**config.mk**
```make
export PLATFORM = sky130hd
export DESIGN_NAME = cfg_regbank
export DESIGN_NICKNAME = d
export VERILOG_FILES = /design/src/rtl/cfg_regbank.sv
export SDC_FILE = /design/constraint.sdc
export NUM_CORES = 1
export LEC_CHECK = 0
export CAP_MARGIN = 10
export CORE_AREA = 10 10 107 109
export CTS_CLUSTER_DIAMETER = 150
export DETAILED_ROUTE_END_ITERATION = 10
export DIE_AREA = 0 0 117 119
export PLACE_DENSITY = 0.85
export REMOVE_ABC_BUFFERS = 1
export SYNTH_ARGS = -nofsm -noshare
export SYNTH_HDL_FRONTEND = slang
export SYNTH_SLANG_ARGS = --single-unit
```
**constraint.sdc**
```tcl
create_clock -name clk -period 1.83 [get_ports clk]
set_input_delay 0.183 -clock clk [delete_from_list [all_inputs] [get_ports clk]]
set_output_delay 0.183 -clock clk [all_outputs]
set_load 0.02 [all_outputs]
```
**src/rtl/cfg_regbank.sv**
```systemverilog
// Double-buffered configuration register bank: host writes land in a shadow
// bank and reach config_bits atomically on commit; masked indices are read-only status.
module cfg_regbank #(
   parameter int                         NUMREGS     = 6,
   parameter int                         DATA_W      = 8,
   parameter int                         ADDR_W      = 8,
   parameter logic [NUMREGS*DATA_W-1:0]  RESET_VALS  = '0,
   parameter logic [NUMREGS-1:0]         STATUS_MASK = '0
) (
   input  logic              clk,
   input  logic              reset,
   output logic [DATA_W-1:0] config_bits [0:NUMREGS-1],
   input  logic [DATA_W-1:0] status_in   [0:NUMREGS-1],
   input  logic              write,
   input  logic [ADDR_W-1:0] write_addr,
   input  logic [DATA_W-1:0] write_data,
   input  logic              read,
   input  logic [ADDR_W-1:0] read_addr,
   output logic [DATA_W-1:0] read_data,
   output logic              read_valid,
   input  logic              commit,
   output logic              dirty,
   output logic              err,
   input  logic              err_clr
);

   logic [NUMREGS-1:0] wr_hit;
   logic [NUMREGS-1:0] rd_hit;
   logic [NUMREGS-1:0] wr_sel;
   logic               wr_legal;
   logic               wr_bad;
   logic               rd_oob;
   logic [DATA_W-1:0]  rd_src [0:NUMREGS-1];
   logic [DATA_W-1:0]  rd_mux;

   // Full address compare per index, so upper address bits never alias.
   always_comb begin
      wr_hit = '0;
      rd_hit = '0;
      for (int i = 0; i < NUMREGS; i++) begin
         wr_hit[i] = write && (write_addr == ADDR_W'(i));
         rd_hit[i] = read  && (read_addr  == ADDR_W'(i));
      end
   end

   assign wr_sel   = wr_hit & ~STATUS_MASK;
   assign wr_legal = |wr_sel;
   assign wr_bad   = write && !wr_legal;
   assign rd_oob   = read && !(|rd_hit);

   for (genvar g = 0; g < NUMREGS; g++) begin : g_reg
      if (STATUS_MASK[g]) begin : g_status
         assign config_bits[g] = '0;
         assign rd_src[g]      = status_in[g];
      end else begin : g_config
         logic [DATA_W-1:0] shadow;
         logic [DATA_W-1:0] live;
         logic              unused_status;

         // A write coinciding with commit is forwarded straight into live.
         always_ff @(posedge clk) begin
            if (reset) begin
               shadow <= RESET_VALS[g*DATA_W +: DATA_W];
               live   <= RESET_VALS[g*DATA_W +: DATA_W];
            end else begin
               if (wr_sel[g])
                  shadow <= write_data;
               if (commit)
                  live <= wr_sel[g] ? write_data : shadow;
            end
         end

         assign config_bits[g] = live;
         assign rd_src[g]      = shadow;
         assign unused_status  = ^status_in[g];
      end
   end

   always_comb begin
      rd_mux = '0;
      for (int i = 0; i < NUMREGS; i++) begin
         if (rd_hit[i])
            rd_mux = rd_src[i];
      end
   end

   // Readback stage: rd_src is the pre-write shadow, giving read-before-write.
   always_ff @(posedge clk) begin
      if (reset) begin
         read_data  <= '0;
         read_valid <= 1'b0;
      end else begin
         read_valid <= read;
         if (read)
            read_data <= rd_mux;
      end
   end

   always_ff @(posedge clk) begin
      if (reset) begin
         dirty <= 1'b0;
         err   <= 1'b0;
      end else begin
         if (commit)
            dirty <= 1'b0;
         else if (wr_legal)
            dirty <= 1'b1;

         if (wr_bad || rd_oob)
            err <= 1'b1;
         else if (err_clr)
            err <= 1'b0;
      end
   end

endmodule
```
# [Yosys cells after proc, flatten, opt, wreduce, memory -nomap -nowiden]
# Cells that the tools add are included.
[word_totals] word_cells=63 out_inout_bits=59 inputBits=78 ff_bits=107
[op_classes] muxes=14 n_reduce_logical=23 n_eq_ne=10
[ops] cell="two-way mux 8 bit" count=12
[ops] cell="== test 8 x 2 -> 1 bit, second input constant" count=4
[ops] cell="== test 8 x 3 -> 1 bit, second input constant" count=4
[ops] cell="== test 8 x 1 -> 1 bit, second input constant" count=2
[ops] cell="logical NOT 8 bit" count=2
[ops] cell="logical AND 1 bit" count=14
[ops] cell="OR reduction 6 bit" count=2
[ops] cell="logical NOT 1 bit" count=2
[ops] cell="two-way mux 1 bit" count=2
[ops] cell="nonzero test 2 bit" count=1
[ops] cell="OR reduction 2 bit" count=1
[ops] cell="logical OR 1 bit" count=1

# [Logic depth before layout (Yosys ltp)]
# Gate-level depths: netlist of the first run.
[logic_depth] word_depth=8 mapped_depth=5 depth_no_buf=4

# [Least setup slack after synthesis of the first run]
# Ideal clock, no wire load.
[synth_path] kind="in2reg" start="in write_addr[5]" end="reg g_reg[4].g_config.live[0]" cell_stages=4 t_arrival_ps=1385 t_required_ps=1744 path_buffers=0 setup_ps=86 slack_ps=360 cell_sequence="nor4_4 > nand4_2 > mux2i_1 > a211oi_1"
[synth_between] elab_chain_cells=3
[synth_lines] item="start, declared" line_no="15" source="input logic [ADDR_W-1:0] write_addr,"
[synth_lines] item="== test 8 x 3 -> 1 bit" line_no="41" source="wr_hit[i] = write && (write_addr == ADDR_W'(i));"
[synth_lines] item="logical AND 1 bit" line_no="41"
[synth_lines] item="two-way mux 8 bit"
[synth_lines] item="end signal, assigned" line_no="64" source="live <= RESET_VALS[g*DATA_W +: DATA_W];"
[synth_lines] item="end signal, assigned" line_no="69" source="live <= wr_sel[g] ? write_data : shadow;"
[synth_lines] item="end, declared" line_no="57" source="logic [DATA_W-1:0] live;"
# Every way passes these cells.
# A chain may end at the register's enable or synchronous reset.

# [Worst setup path in the final report of the first run]
[layout_path] start="in read_addr[5]" end="reg read_data[6]"
[layout_between] elab_chain_cells=8 word_cells_on_any_way=18 classes_between="eq/ne: 5; mux: 6; reduce/logical: 7"
[layout_lines] item="start, declared" line_no="18" source="input logic [ADDR_W-1:0] read_addr,"
[layout_lines] item="logical NOT 8 bit" line_no="42" source="rd_hit[i] = read && (read_addr == ADDR_W'(i));"
[layout_lines] item="logical AND 1 bit" line_no="42"
[layout_lines] item="two-way mux 8 bit (5 in a row)" line_no="82" source="if (rd_hit[i])"
[layout_lines] item="two-way mux 8 bit (*)" line_no="82"
[layout_lines] item="end signal, assigned" line_no="95" source="read_data <= rd_mux;"
[layout_lines] item="end, declared" line_no="19" source="output logic [DATA_W-1:0] read_data,"
# Every way passes the cells marked *; elsewhere a longest branch is shown, timed or not.

==> flow_summary.ini, run 1 <==
[outcome]
outcome = completed

[min_path]
worstHoldEndpoint = g_reg[0].g_config.shadow[6]
hp-start = reset
holdPathStages = 2
min_path_type = primary input to flip-flop

[sta]
timing.final.crit_share = 0.920
post-route-min-period_ns = 1.68
tightest_slew_ns = 0.704
clock.fmax_mhz = 594
tns_ns = 0
slew_headroom = 0.530
hold_slack_ns = 0.226
slew_viol_final = 0
setup-violations-final = 0
fin_ws_ns = 0.147
finalClockSkew_ns = 0.00617
rsz0062_at_grt = no
finalHoldViolations = 0

[global_route]
grt_pass1_wl_um = 18400
grt_usage = 0.163
grt_max_degree = 98
antenna_found_initial = 0
grt_pass1_vias = 3578
gr-total-overflow = 0

[finish]
fill_cells = 794
drive_above_1_share = 0.0968
final_util = 0.582
num-nets-final = 602
fin_cells = 641
syn_to_final_growth_pct = 32.6
final_cell_mix = dfxtp_1, nor2_1, clkdlybuf4s50_1, mux2i_1, a211oi_1
final_common_cell = dfxtp_1
diodes = 0

[floorplanning]
die-height_um = 119
core-area_sq_um = 9460
row_count = 36
die_x_um = 117
io_pins = 137
start_util = 0.439
dieArea_sq_um = 13900

[worst_setup_path]
ff2ff_path_depth = 4
crit_type = primary input to flip-flop
critPathMaxFanout = 8
worst_setup_path_start_kind = primary input
required_ns = 2.09
endpoint_kind = flip-flop
arrival_ns = 1.94
rr_startpoint = g_reg[0].g_config.shadow[6]
r2r-end = read_data[6]
reg2reg_slack_ns = 0.67

[placement]
dp_slack_ns = -0.155
hpwl_um = 8040
dpl.cell_count = 627
routabilityCongestion = 0.802
port_buffers = 88

[clock_network]
cts_max_path_buffers = 2
clk_pin_slew_worst_paths_ns = 0.09
cts_setup_buffers = 0
clk_latency_ns = 0.36
root_buffer = clkbuf_8
numCtsBuffers = 9
ctsHoldBuffers = 0
clock-sinks = 107
cts_tree = built
htree_num_levels = 3
post_cts_resize_count = 0

[route]
wl_per_cell_um = 17.6
dr.pass1.iters = 4
post-route-drc-count = 0
drt_first_iter_violations = 207
routed_wl_um = 11300
vias_per_cell = 5.40
ant_nets = 0
vias = 3464

[yosys]
synth_area_sq_um = 4150
synth-edff-count = 0
ys_types = 30
ys.flop_type = dfxtp_1
synth-seq-cells = 107
ys_seq_area_frac = 0.516
ys_warn_count = 0
synth-async-reset-ratio = 0
synth_area_per_cell_sq_um = 9.75
netlist_instances = 426

[power_and_ir_drop]
irDropWorstVdd_v = 0.000338
power_density_nw_per_um2 = 786
leakagePower_nw = 2.25

[job]
maxCapViolations = 0
-- report_power, final --
group / leakage, nW / total (W) / switching [W] / internal, W
combinational: 1.29 / 0.000517 / 0.000277 / 0.000239
clock: 0.0885 / 0.00140 / 0.000744 / 0.000658
sequential: 0.871 / 0.00241 / 0.0000284 / 0.00238
total: 2.25 / 0.00433 / 0.00105 / 0.00328
-- critical path: stages --
cell	delay [ns]
clkdlybuf4s50_1	0.39
or4_1	0.58
nor3b_2	0.18
buf_4	0.18
o21ai_0	0.11
a211oi_1	0.31
-- through the flow --
stage | power, W | area (sq um)
floorplan | 0.00264 | 4020
global placement | 0.00297 | 5320
detailed placement | 0.00298 | 5320
CTS | 0.00435 | 5510
global route | 0.00448 | 5510
finish | 0.00433 | 5510
-- layout make-up --
cell class,instances,area [sq um],area share
Timing Repair Buffer,120,1160,0.211
Sequential cell,107,2140,0.389
Clock inverter,2,37.5,0.00682
Tap cell,114,143,0.0259
Clock buffer,12,145,0.0264
Multi-Input combinational cell,286,1870,0.340
-- routing by layer --
layer  vias up  routed length (um)  GRT usage  share of wire
li1       1718                   -          -              -
met1      1619                4870      0.207           0.43
met2       118                5130      0.253           0.46
met3         9                1140     0.0537           0.10
met4         0                 130     0.0533          0.012
met5         -                   0          0              0
-- synth_stat cells, drive strengths merged (2+ instances only) --
library cell | count | share of area
buf | 7 | 0.0093
o22ai | 8 | 0.012
dfxtp | 107 | 0.52
nand3b | 3 | 0.0054
nand2b | 9 | 0.014
nand4b | 2 | 0.0042
mux2i | 56 | 0.13
nand2 | 2 | 0.0018
nand3 | 2 | 0.0036
a221oi | 8 | 0.017
clkbuf | 26 | 0.024
a211oi | 56 | 0.10
o21ai | 10 | 0.012
nor2b | 5 | 0.0075
nor3b | 2 | 0.0048
nor2 | 106 | 0.096
o2bb2ai | 7 | 0.015
nand4 | 2 | 0.0060
-- cells by family (layout without fill, tap and decap cells) --
family | after synthesis | after routing | synth area share
flops | 107 | 107 | 0.516
compound gates | 92 | 92 | 0.162
buf+inv | 33 | 134 | 0.0328
simple gates | 138 | 138 | 0.155
mux | 56 | 56 | 0.135
-- flip-flops by register name (all words and copies together) (netlist names) --
signal and flops:
err 1, read_data 8, g.g_config.live 48, dirty 1
read_valid 1, g.g_config.shadow 48
-- how the worst max path moves through the flow --
stage                        startpoint                         to  slack [ns]  cells past startpoint
after floorplan           write_addr[5]  g_reg[2].g_config.live[0]        0.21                      4
after global placement    write_addr[5]  g_reg[5].g_config.live[0]       -0.12                      7
after detailed placement   read_addr[5]               read_data[1]       -0.16                      6
after CTS                 write_addr[5]  g_reg[5].g_config.live[0]        0.21                      7
after global routing      write_addr[5]  g_reg[5].g_config.live[5]        0.11                      7
final                      read_addr[5]               read_data[6]        0.15                      6
Note: power is estimated with default switching activity, not from simulation.
==> run 2: changes to the inputs <==
clock period = 1.9 ns   (was 1.83 ns; I/O delays follow)
==> run 2 against run 1 <==
  * Design area shrank 0.84%
  * Clock power is essentially flat
  * Sequential power shrank 4%
  * Largest cell class unchanged
==> flow_summary.ini, run 2 (same netlist as run 1, synthesis figures left out) <==
[finish]
largest_registers = g.g_config.live: 48 flops, g.g_config.shadow: 48 flops, read_data: 8 flops
fin_cells = 636
drive_above_1_share = 0.0920
fill_cells = 792
diodes = 0
fin_area_sq_um = 5460
final_common_cell = dfxtp_1
num-nets-final = 595
syn_to_final_growth_pct = 31.5
final_cell_mix = dfxtp_1, nor2_1, clkdlybuf4s50_1, mux2i_1, a211oi_1

[worst_setup_path]
endpoint_kind = flip-flop
crit_type = primary input to flip-flop
critPathMaxFanout = 8
reg2reg_slack_ns = 0.82
arrival_ns = 1.98
slowest_stage = clkdlybuf4s50_1
crit_family = buffers and inverters
crit_chain = clkdlybuf4s50_1, nand2_1, nor2_1, a221oi_1, a211oi_1
max_stage_delay_ns = 0.66
worst_setup_path_start_kind = primary input
required_ns = 2.17
crit_buf_inv = 1

[clock_network]
clk_latency_ns = 0.36
ctsHoldBuffers = 0
numCtsBuffers = 9
cts_setup_buffers = 0
clk_pin_slew_worst_paths_ns = 0.10
post_cts_resize_count = 0
cts_tree = built
clock-sinks = 107
cts_max_path_buffers = 2
htree_num_levels = 3
root_buffer = clkbuf_8

[floorplanning]
core-area_sq_um = 9460
die-height_um = 119
dieArea_sq_um = 13900
row_count = 36
die_x_um = 117
io_pins = 137
start_util = 0.439

[sta]
setup-violations-final = 0
tightest_slew_ns = 0.774
timing.final.crit_share = 0.898
rsz0062_at_grt = no
finalHoldViolations = 0
tns_ns = 0
slew_viol_final = 0
finalClockSkew_ns = 0.00642
clock.fmax_mhz = 586
post-route-min-period_ns = 1.71
hold_slack_ns = 0.240
slew_headroom = 0.483

[placement]
port_buffers = 88
routabilityCongestion = 0.786
dpl_cell_area_sq_um = 5260
dpl.cell_count = 620
hpwl_um = 8150

[route]
wl_per_cell_um = 17.9
drt_first_iter_violations = 244
ant_nets = 0
vias = 3502
dr.pass1.iters = 4
post-route-drc-count = 0
vias_per_cell = 5.51
routed_wl_um = 11400

[power_and_ir_drop]
power_density_nw_per_um2 = 773
irDropWorstVdd_v = 0.000419
p_total_w = 0.00422
leakagePower_nw = 2.22

[global_route]
gr-total-overflow = 0
grt_pass1_wl_um = 18300
grt_max_degree = 98
antenna_found_initial = 0
grt_pass1_vias = 3653
grt_usage = 0.161

[outcome]
outcome = completed

[job]
maxCapViolations = 0

[min_path]
min_path_type = primary input to flip-flop
## run 2: per-stage QoR
stage / setup slack (ns) / utilization
floorplan: 0.270 / -
global placement: -0.0593 / 0.556
detailed placement: -0.118 / 0.556
CTS: 0.235 / 0.577
global route: 0.104 / 0.577
finish: 0.194 / 0.577
## run 2: layer usage
| metal | global-route usage | up-vias | share of wire |
|---|---|---|---|
| met3 | 0.0552 | 21 | 0.097 |
| li1 | - | 1703 | - |
| met2 | 0.261 | 125 | 0.47 |
| met1 | 0.193 | 1653 | 0.41 |
| met5 | 0 | - | 0 |
| met4 | 0.0580 | 0 | 0.020 |
## run 2: layout make-up
cell class	count	area, sq um	area share
Sequential cell	107	2140	0.392
Clock buffer	10	138	0.0252
Timing Repair Buffer	113	1100	0.201
Clock inverter	6	63.8	0.0117
Tap cell	114	143	0.0261
Multi-Input combinational cell	286	1870	0.343
## run 2: power by group
part | switching (W) | total [W] | internal (W)
combinational | 0.000266 | 0.000486 | 0.000219
clock | 0.000767 | 0.00141 | 0.000646
sequential | 0.0000272 | 0.00232 | 0.00230
total | 0.00106 | 0.00422 | 0.00316
## run 2: worst paths after layout
path | from | to | cells past startpoint
max | read_addr[0] | read_data[1] | 5
min | reset | g_reg[1].g_config.shadow[6] | 2
max reg2reg | g_reg[0].g_config.shadow[6] | read_data[6] | 4
min reg2reg | g_reg[5].g_config.live[7] | g_reg[5].g_config.live[7] | 2
